[src/rtl/clk_div_pkg.sv]
// Shared definitions for the multi-channel clock divider: output modes,
// the reset half-period and the per-channel configuration record.
package clk_div_pkg;

  typedef enum logic {
    MODE_CLOCK = 1'b0,
    MODE_PULSE = 1'b1
  } mode_e;

  // 1 kHz output from the 100 MHz board clock
  localparam int unsigned DEFAULT_HALF_CYCLES = 50_000;
  localparam int unsigned CFG_HALF_W          = 16;

  typedef struct packed {
    logic [CFG_HALF_W-1:0] half;
    mode_e                 mode;
  } ch_cfg_t;

endpackage

[src/rtl/clk_div_channel.sv]
// One divider channel: half-period counter, shadow/active configuration
// registers and registered clock/tick outputs.
module clk_div_channel
  import clk_div_pkg::*;
#(
  parameter int CNT_W        = 16,
  parameter int DEFAULT_HALF = DEFAULT_HALF_CYCLES
) (
  input  logic             clk_fpga,
  input  logic             rst,
  input  logic             en,
  input  logic             sync,
  input  logic             cfg_we,
  input  logic [CNT_W-1:0] cfg_half,
  input  logic             cfg_mode,
  output logic             clk_out,
  output logic             tick
);

  logic [CNT_W-1:0] half_q;
  logic [CNT_W-1:0] half_sh;
  logic [CNT_W-1:0] cnt;
  mode_e            mode_q;
  mode_e            mode_sh;
  logic             clk_q;
  logic             tick_q;
  logic             active;
  logic             terminal;

  assign active   = en && (half_q != '0);
  assign terminal = (cnt == half_q - CNT_W'(1));

  // Shadow always takes writes; active regs change only when idle, at a
  // terminal count (with same-cycle write bypass) or on a sync restart.
  always_ff @(posedge clk_fpga) begin
    if (rst) begin
      half_q  <= CNT_W'(DEFAULT_HALF);
      half_sh <= CNT_W'(DEFAULT_HALF);
      mode_q  <= MODE_CLOCK;
      mode_sh <= MODE_CLOCK;
      cnt     <= '0;
      clk_q   <= 1'b0;
      tick_q  <= 1'b0;
    end else begin
      if (cfg_we) begin
        half_sh <= cfg_half;
        mode_sh <= mode_e'(cfg_mode);
      end

      if (!active) begin
        cnt    <= '0;
        clk_q  <= 1'b0;
        tick_q <= 1'b0;
        if (cfg_we) begin
          half_q <= cfg_half;
          mode_q <= mode_e'(cfg_mode);
        end
      end else if (sync) begin
        cnt    <= '0;
        clk_q  <= 1'b0;
        tick_q <= 1'b0;
        half_q <= half_sh;
        mode_q <= mode_sh;
      end else if (terminal) begin
        cnt    <= '0;
        tick_q <= 1'b1;
        clk_q  <= (mode_q == MODE_CLOCK) ? ~clk_q : 1'b0;
        half_q <= cfg_we ? cfg_half : half_sh;
        mode_q <= cfg_we ? mode_e'(cfg_mode) : mode_sh;
      end else begin
        cnt    <= cnt + CNT_W'(1);
        tick_q <= 1'b0;
      end
    end
  end

  assign clk_out = clk_q;
  assign tick    = tick_q;

endmodule

[src/rtl/clk_div_multi.sv]
// Multi-channel clock divider: decodes configuration writes to one channel
// and fans the phase-align request out to all of them.
module clk_div_multi
  import clk_div_pkg::*;
#(
  parameter int N_CH         = 4,
  parameter int CNT_W        = 16,
  parameter int DEFAULT_HALF = DEFAULT_HALF_CYCLES,
  localparam int CH_W        = (N_CH > 1) ? $clog2(N_CH) : 1
) (
  input  logic             clk_fpga,
  input  logic             rst,
  input  logic [N_CH-1:0]  en,
  input  logic             sync_all,
  input  logic             cfg_we,
  input  logic [CH_W-1:0]  cfg_ch,
  input  logic [CNT_W-1:0] cfg_half,
  input  logic             cfg_mode,
  output logic [N_CH-1:0]  clk_out,
  output logic [N_CH-1:0]  tick
);

  // Addresses beyond N_CH-1 match no channel and are dropped
  for (genvar i = 0; i < N_CH; i++) begin : g_ch
    logic ch_we;
    assign ch_we = cfg_we && (cfg_ch == CH_W'(i));

    clk_div_channel #(
      .CNT_W        (CNT_W),
      .DEFAULT_HALF (DEFAULT_HALF)
    ) u_channel (
      .clk_fpga (clk_fpga),
      .rst      (rst),
      .en       (en[i]),
      .sync     (sync_all),
      .cfg_we   (ch_we),
      .cfg_half (cfg_half),
      .cfg_mode (cfg_mode),
      .clk_out  (clk_out[i]),
      .tick     (tick[i])
    );
  end

endmodule

[config.mk]
export PLATFORM = sky130hd
export DESIGN_NAME = clk_div_multi
export DESIGN_NICKNAME = d
export VERILOG_FILES = /design/src/rtl/clk_div_pkg.sv /design/src/rtl/clk_div_channel.sv /design/src/rtl/clk_div_multi.sv
export SDC_FILE = /design/constraint.sdc
export NUM_CORES = 1
export LEC_CHECK = 0
export CAP_MARGIN = 20
export CORE_MARGIN = 2
export CORE_UTILIZATION = 36
export CTS_CLUSTER_DIAMETER = 40
export DETAILED_ROUTE_END_ITERATION = 10
export MAX_ROUTING_LAYER = met4
export PLACE_DENSITY = 0.57
export SETUP_SLACK_MARGIN = 0.1
export SLEW_MARGIN = 5
export SYNTH_ARGS = -nofsm -noshare
export SYNTH_HDL_FRONTEND = slang
export SYNTH_SLANG_ARGS = --single-unit
[constraint.sdc]
create_clock -name clk_fpga -period 3.6 [get_ports clk_fpga]
set_input_delay 0.9 -clock clk_fpga [delete_from_list [all_inputs] [get_ports clk_fpga]]
set_output_delay 0.9 -clock clk_fpga [all_outputs]
set_load 0.05 [all_outputs]
# == Word level (Yosys, flattened, before mapping) ==
# Cells that the tools add are included.
# W data, S select, Z words.
# word_totals
out_inout_bits,8
wordCells,132
register_bits,208
input_bits,27
# classes
n_eq_ne,11
reduce_logical,29
add_sub_neg,8
bitwise,8
mux,48
# ops
cell,count
$mux W16,20
$add A16 B1 Y16 const B,4
$eq A16 B16 Y1,4
$reduce_bool A16 Y1,4
$sub A16 B1 Y16 const B,4
$mux W1,28
$reduce_or A4 Y1,4
$ne A3 B3 Y1 const B,4
$reduce_or A3 Y1,4
$logic_and A1 B1 Y1,8
$not A1 Y1,8
$reduce_and A2 Y1,4
$reduce_bool A2 Y1,4
$eq A2 B2 Y1 const B,2
$eq A2 B1 Y1 const B,1
$logic_not A2 Y1,1

# == Logic depth before layout (Yosys ltp) ==
# Gate-level depths: netlist of the first run.
# logic_depth
depth_word,6
mapped_depth,12
mapped_depth_nobuf,10

# == Modules after synthesis ==
# From an unflattened synthesis of the first run, not the netlist that was laid out.
# unflattened
cells_unflattened,1315
area_unflattened_um2,11693.7
# modules_own_cells
mod,seq_area_each_um2,area_each_um2,cells_each,n_inst
clk_div_channel (g_ch[0].u_channel ...),1041.0,2980.4,342,3
clk_div_channel (g_ch[3].u_channel),1041.0,2715.1,285,1
clk_div_multi,0.0,37.5,4,1

# == Worst setup path before layout of the first run ==
# Ideal clock, no wire load.
# synth_timing
kind,reg2reg
startpoint,register g_ch[3].u_channel.half_q[0]
endpoint,register g_ch[3].u_channel.half_q[8]
arrival_time_ps,2905
path_stages_with_launch,13
setup_ps,121
setup_slack_ps,574
t_required_ps,3479
n_path_buf,2
synth_period_minus_slack_ps,3026
path_cell_list,dfxtp_1 inv_1 ha_1 or4b_4 or3b_1 a2111oi_2 o2111ai_1 nand4bb_4 a31o_1 buf_6 buf_8 nor3_1 a21oi_1
# synth_via
elab_chain_cells,4
word_cells_on_any_way,8
cone_classes,add/sub (1); eq/ne (2); mux (1); reduce/logical (4)
# synth_rtl
element,line_no,text
"start, declared",clk_div_channel.sv:20,logic [CNT_W-1:0] half_q;
"start signal, assigned",clk_div_channel.sv:37,half_q <= CNT_W'(DEFAULT_HALF);
"start signal, assigned",clk_div_channel.sv:55,half_q <= cfg_half;
"start signal, assigned",clk_div_channel.sv:62,half_q <= half_sh;
$sub A16 B1 Y16 / $reduce_bool A16 Y1 (equally long branches),"clk_div_channel.sv:31, clk_div_channel.sv:30",
$eq A16 B16 Y1 / $logic_and A1 B1 Y1 (equally long branches),"clk_div_channel.sv:31, clk_div_channel.sv:30",
$ne A3 B3 Y1 (no source line) / $reduce_bool A2 Y1 (equally long branches),n/a,
$reduce_and A2 Y1 (no source line),n/a,
# Parallel ways exist; a longest one is shown, timed or not.
# A chain may end at the register's enable or synchronous reset.

# == Worst setup path in the final report of the first run ==
# layout_timing
startpoint,register g_ch[1].u_channel.half_q[0]
endpoint,register g_ch[1].u_channel.half_q[8]
# layout_via
elab_chain_cells,4
word_cells_on_any_way,8
cone_classes,add/sub (1); eq/ne (2); mux (1); reduce/logical (4)
# layout_rtl
element,line_no
"start, declared",clk_div_channel.sv:20
"start signal, assigned",clk_div_channel.sv:37
"start signal, assigned",clk_div_channel.sv:55
"start signal, assigned",clk_div_channel.sv:62
$sub A16 B1 Y16 / $reduce_bool A16 Y1 (equally long branches),"clk_div_channel.sv:31, clk_div_channel.sv:30"
$eq A16 B16 Y1 / $logic_and A1 B1 Y1 (equally long branches),"clk_div_channel.sv:31, clk_div_channel.sv:30"
$ne A3 B3 Y1 (no source line) / $reduce_bool A2 Y1 (equally long branches),n/a
$reduce_and A2 Y1 (no source line),n/a
# Parallel ways exist; a longest one is shown, timed or not.

==> metrics.csv, run 1 <==
stage,metric,value,unit
status,status,"finished, final reports clean",
timing,slew_headroom,0.5082,
detailed_routing,firstDrtPassIters,5,
worst_setup_path,cp_slowest_cell,or4b_1,
die,dieArea,33030,sq um
yosys,synth.ff_latch_count,208,
yosys,async_reset_ff_frac,0,
yosys,synthCells,1408,
detailed_routing,drtIter0Drc,761,
global_route,grt_pass1_vias,9092,
yosys,synthXorXnorAreaFrac,0.1016,
worst_setup_path,r2r_cells,10,
global_route,overflow,0,
cts,numCtsBuffers,37,
yosys,yosys_warnings,0,
cells_and_area,fin_nets,1433,
yosys,syn_nets,1443,
timing,worst_pin_slew,731.6,ps
yosys,synthMuxAreaShare,0.07403,
worst_setup_path,crit_chain,inv_1 -> ha_1 -> nor3b_2 -> and4_1 -> a211oi_1 -> nor3_1 -> a31oi_1 -> or4b_1 -> a221oi_2 -> a2bb2oi_1,
detailed_routing,wirelength,29.14,mm
cells_and_area,fin_area,13240,sq um
worst_setup_path,arrival,3700,ps
worst_setup_path,cp_data_required_time,3980,ps
min_path,worstHoldPathType,reg -> reg,
die,rows,65,
timing,setup_tns,0,ps
cts,root_buffer,clkbuf_16,
cts,clock_sinks,208,
yosys,synthFlopType,dfxtp_1,
cells_and_area,n_antenna_cell,0,
yosys,synth_compound_area_frac,0.1462,
min_path,hold_depth,2,
timing,max_freq,300.9,MHz
yosys,avgSynthCellArea,8.079,sq um
timing,final-max-slew-violation-count,0,
place,post_dp_cell_area,11980,sq um
die,core-area,31310,sq um
cts,clk_pin_slew_worst_paths,50,ps
die,fp.dieW,181.8,um
yosys,synth_top_area_cell,dfxtp_1,
yosys,synth_simple_gate_area_frac,0.2526,
timing,fin_ws,277.2,ps
worst_setup_path,cp-end-kind,flip-flop,
die,fp.dieH,181.8,um
worst_setup_path,worstPathMaxFanout,7,
run,cap_violations,0,
timing,fin_crit_sh,0.9230,
worst_setup_path,slowest_delay,620,ps
place,hpwl,20.01,mm
pwr,peakVddDrop,0.0003973,V
worst_setup_path,crit_type,reg -> reg,
detailed_routing,vias,9732,
place,dp_slack,347.7,ps
min_path,worstHoldStart,g_ch[3].u_channel.half_sh[10],
cells_and_area,area_delta_synth_final,16.43,%
cts,cts_max_level,2,
timing,fin_crit,3323,ps
global_route,antenna_found_initial,0,
detailed_routing,wl_per_cell,15.95,um
cts,cts_tree,yes,
cells_and_area,drive_above_1_share,0.09684,
die,start_util,0.3633,
timing,rsz0062_at_grt,true,
yosys,synth-adder-area-share,0.008800,
worst_setup_path,regToRegStartpoint,g_ch[1].u_channel.half_q[0],
cts,clk_latency,510,ps
pwr,power.density,502.3,nW/um^2
place,port_buffers,34,
worst_setup_path,rrSetupSlack,280,ps
pwr,total_power,6.653,mW
yosys,synth_edf_count,0,
pwr,leakagePower,4.768,nW
timing,hold_viol_final,0,
global_route,grt_pass1_wl,48.10,mm
yosys,syn_area,11370,sq um
min_path,min_to,g_ch[3].u_channel.half_sh[10],
detailed_routing,final_antenna_net_count,0,
detailed_routing,vias_per_cell,5.327,
die,num_io_pins,35,
worst_setup_path,startpoint_type,flip-flop,
timing,skew,15.39,ps
timing,setup_viol,0,
global_route,groute.usage.overall,0.1822,
yosys,yosysSeqAreaShare,0.3661,
place,gp_congestion,0.8491,
yosys,synth_top_family_by_area,simple AND/OR/NAND/NOR gates,
global_route,grt_max_degree,48,
yosys,ys_top_cells_by_area,"dfxtp_1, nand2_1, mux2i_1",
yosys,yosysTopAreaCellShare,0.3661,
worst_setup_path,worstReg2RegEnd,g_ch[1].u_channel.half_q[8],
detailed_routing,drc,0,
yosys,synth_cell_types,75,
cts,cts_buffer_depth,3,
[cells in the mapped netlist, types with 8 or more instances]
cell       number
a211oi_1       21
a21oi_1       116
a2bb2oi_1      12
a311oi_1       24
and3_1         18
buf_2           8
buf_4           8
clkbuf_1       90
dfxtp_1       208
ha_1            8
inv_1          23
mux2_2         17
mux2i_1        65
nand2_1       193
nand2b_1        8
nand3_1        44
nand3b_1       35
nand4_1        18
nor2_1        149
nor2b_1        10
nor3_1         35
nor4_1         18
o21ai_0        33
xnor2_1        66
xor2_1         66
[timing repair]
| item | in CTS | in global routing |
|---|---|---|
| setup buffers | 0 | 0 |
| endpoints found under the setup margin | 0 | 21 |
| hold buffers | 0 | 0 |
| gates resized for setup | 0 | 0 |
[flip-flops by register name, indices dropped and copies added, names as in the netlist]
name	flops
g_ch.u_channel.mode_sh	4
g_ch.u_channel.clk_out	4
g_ch.u_channel.mode_q	4
g_ch.u_channel.half_q	64
g_ch.u_channel.tick	4
g_ch.u_channel.cnt	64
g_ch.u_channel.half_sh	64
[worst max-delay path by stage]
stage	from	to	depth (start not counted)
2_1_floorplan	g_ch[3].u_channel.half_q[0]	g_ch[3].u_channel.half_q[8]	12
3_5_place_dp	g_ch[1].u_channel.half_q[0]	g_ch[1].u_channel.half_q[6]	10
6_report	g_ch[1].u_channel.half_q[0]	g_ch[1].u_channel.half_q[8]	10
3_3_place_gp	g_ch[1].u_channel.half_q[4]	g_ch[1].u_channel.half_q[6]	8
5_1_grt	g_ch[1].u_channel.half_q[0]	g_ch[1].u_channel.cnt[13]	10
4_1_cts	g_ch[1].u_channel.half_q[0]	g_ch[1].u_channel.cnt[13]	10
[cell usage in the layout, fill, tap and decap left out, types with 35 or more instances in the layout]
master / Yosys / routed
dfxtp_1: 208 / 208
nand3_1: 44 / 44
clkbuf_16: 0 / 37
xor2_1: 66 / 66
nand3b_1: 35 / 35
a21oi_1: 116 / 114
nand2_1: 193 / 193
nor3_1: 35 / 35
nor2_1: 149 / 149
mux2i_1: 65 / 65
xnor2_1: 66 / 66
[power by group]
part           switching, mW  leakage [nW]  internal, mW
registers              0.108          1.69          2.39
logic                  0.355          2.47         0.262
clock network           1.28         0.603          2.26
total                   1.74          4.77          4.91
[final cells by class]
cell class / instances / area, sq um
Fill cell: 3123 / 18070
Multi-Input combinational cell: 1064 / 6663
Sequential cell: 208 / 4164
Clock buffer: 40 / 967.2
Timing Repair Buffer: 64 / 563.0
Tap cell: 402 / 503.0
Clock inverter: 26 / 297.8
Inverter: 23 / 86.33
[worst max-delay path: cells and delay by family (launching register included)]
kind | cells | cell delay (ps)
and+or+nand+nor | 4 | 1690
AOI/OAI and AO/OA | 4 | 850
DFF | 1 | 360
adders and majority gates | 1 | 190
buffers and inverters | 1 | 80
[cell families after synthesis]
| kind of cell | count (synthesis) |
|---|---|
| multiplexers | 82 |
| adder cells (fa/ha/maj) | 8 |
| flip-flops | 208 |
| buffers and inverters | 136 |
| AND/OR/NAND/NOR | 584 |
| XOR/XNOR | 132 |
| AO/OA/AOI/OAI | 258 |
[through the flow]
step                hold slack (ps)  utilization  instances
floorplan                     433.4            -       1408
global placement              439.8       0.3826       1761
detailed placement            445.6       0.3826       1761
CTS                           453.3       0.4230       1827
global route                  472.3       0.4230       1827
finish                        453.7       0.4230       1827
[layer usage]
layer  vias up  GRT usage  part of all wire
li1       4939          -                 -
met1      4551     0.2472              0.49
met2       197     0.2821              0.45
met3        45    0.02848             0.039
met4         0    0.05008             0.021
met5         -          -                 0
No activity file was read; power rests on OpenSTA's default activity.
==> inputs of run 2 (changes only) <==
--- a/config.mk
+++ b/config.mk
@@ -13,7 +13,7 @@
 export MAX_ROUTING_LAYER = met4
 export PLACE_DENSITY = 0.57
 export SETUP_SLACK_MARGIN = 0.1
-export SLEW_MARGIN = 5
+export SLEW_MARGIN = 20
 export SYNTH_ARGS = -nofsm -noshare
 export SYNTH_HDL_FRONTEND = slang
 export SYNTH_SLANG_ARGS = --single-unit
==> results of run 2 <==
Final layout, timing and power as in run 1 (identical DEF).
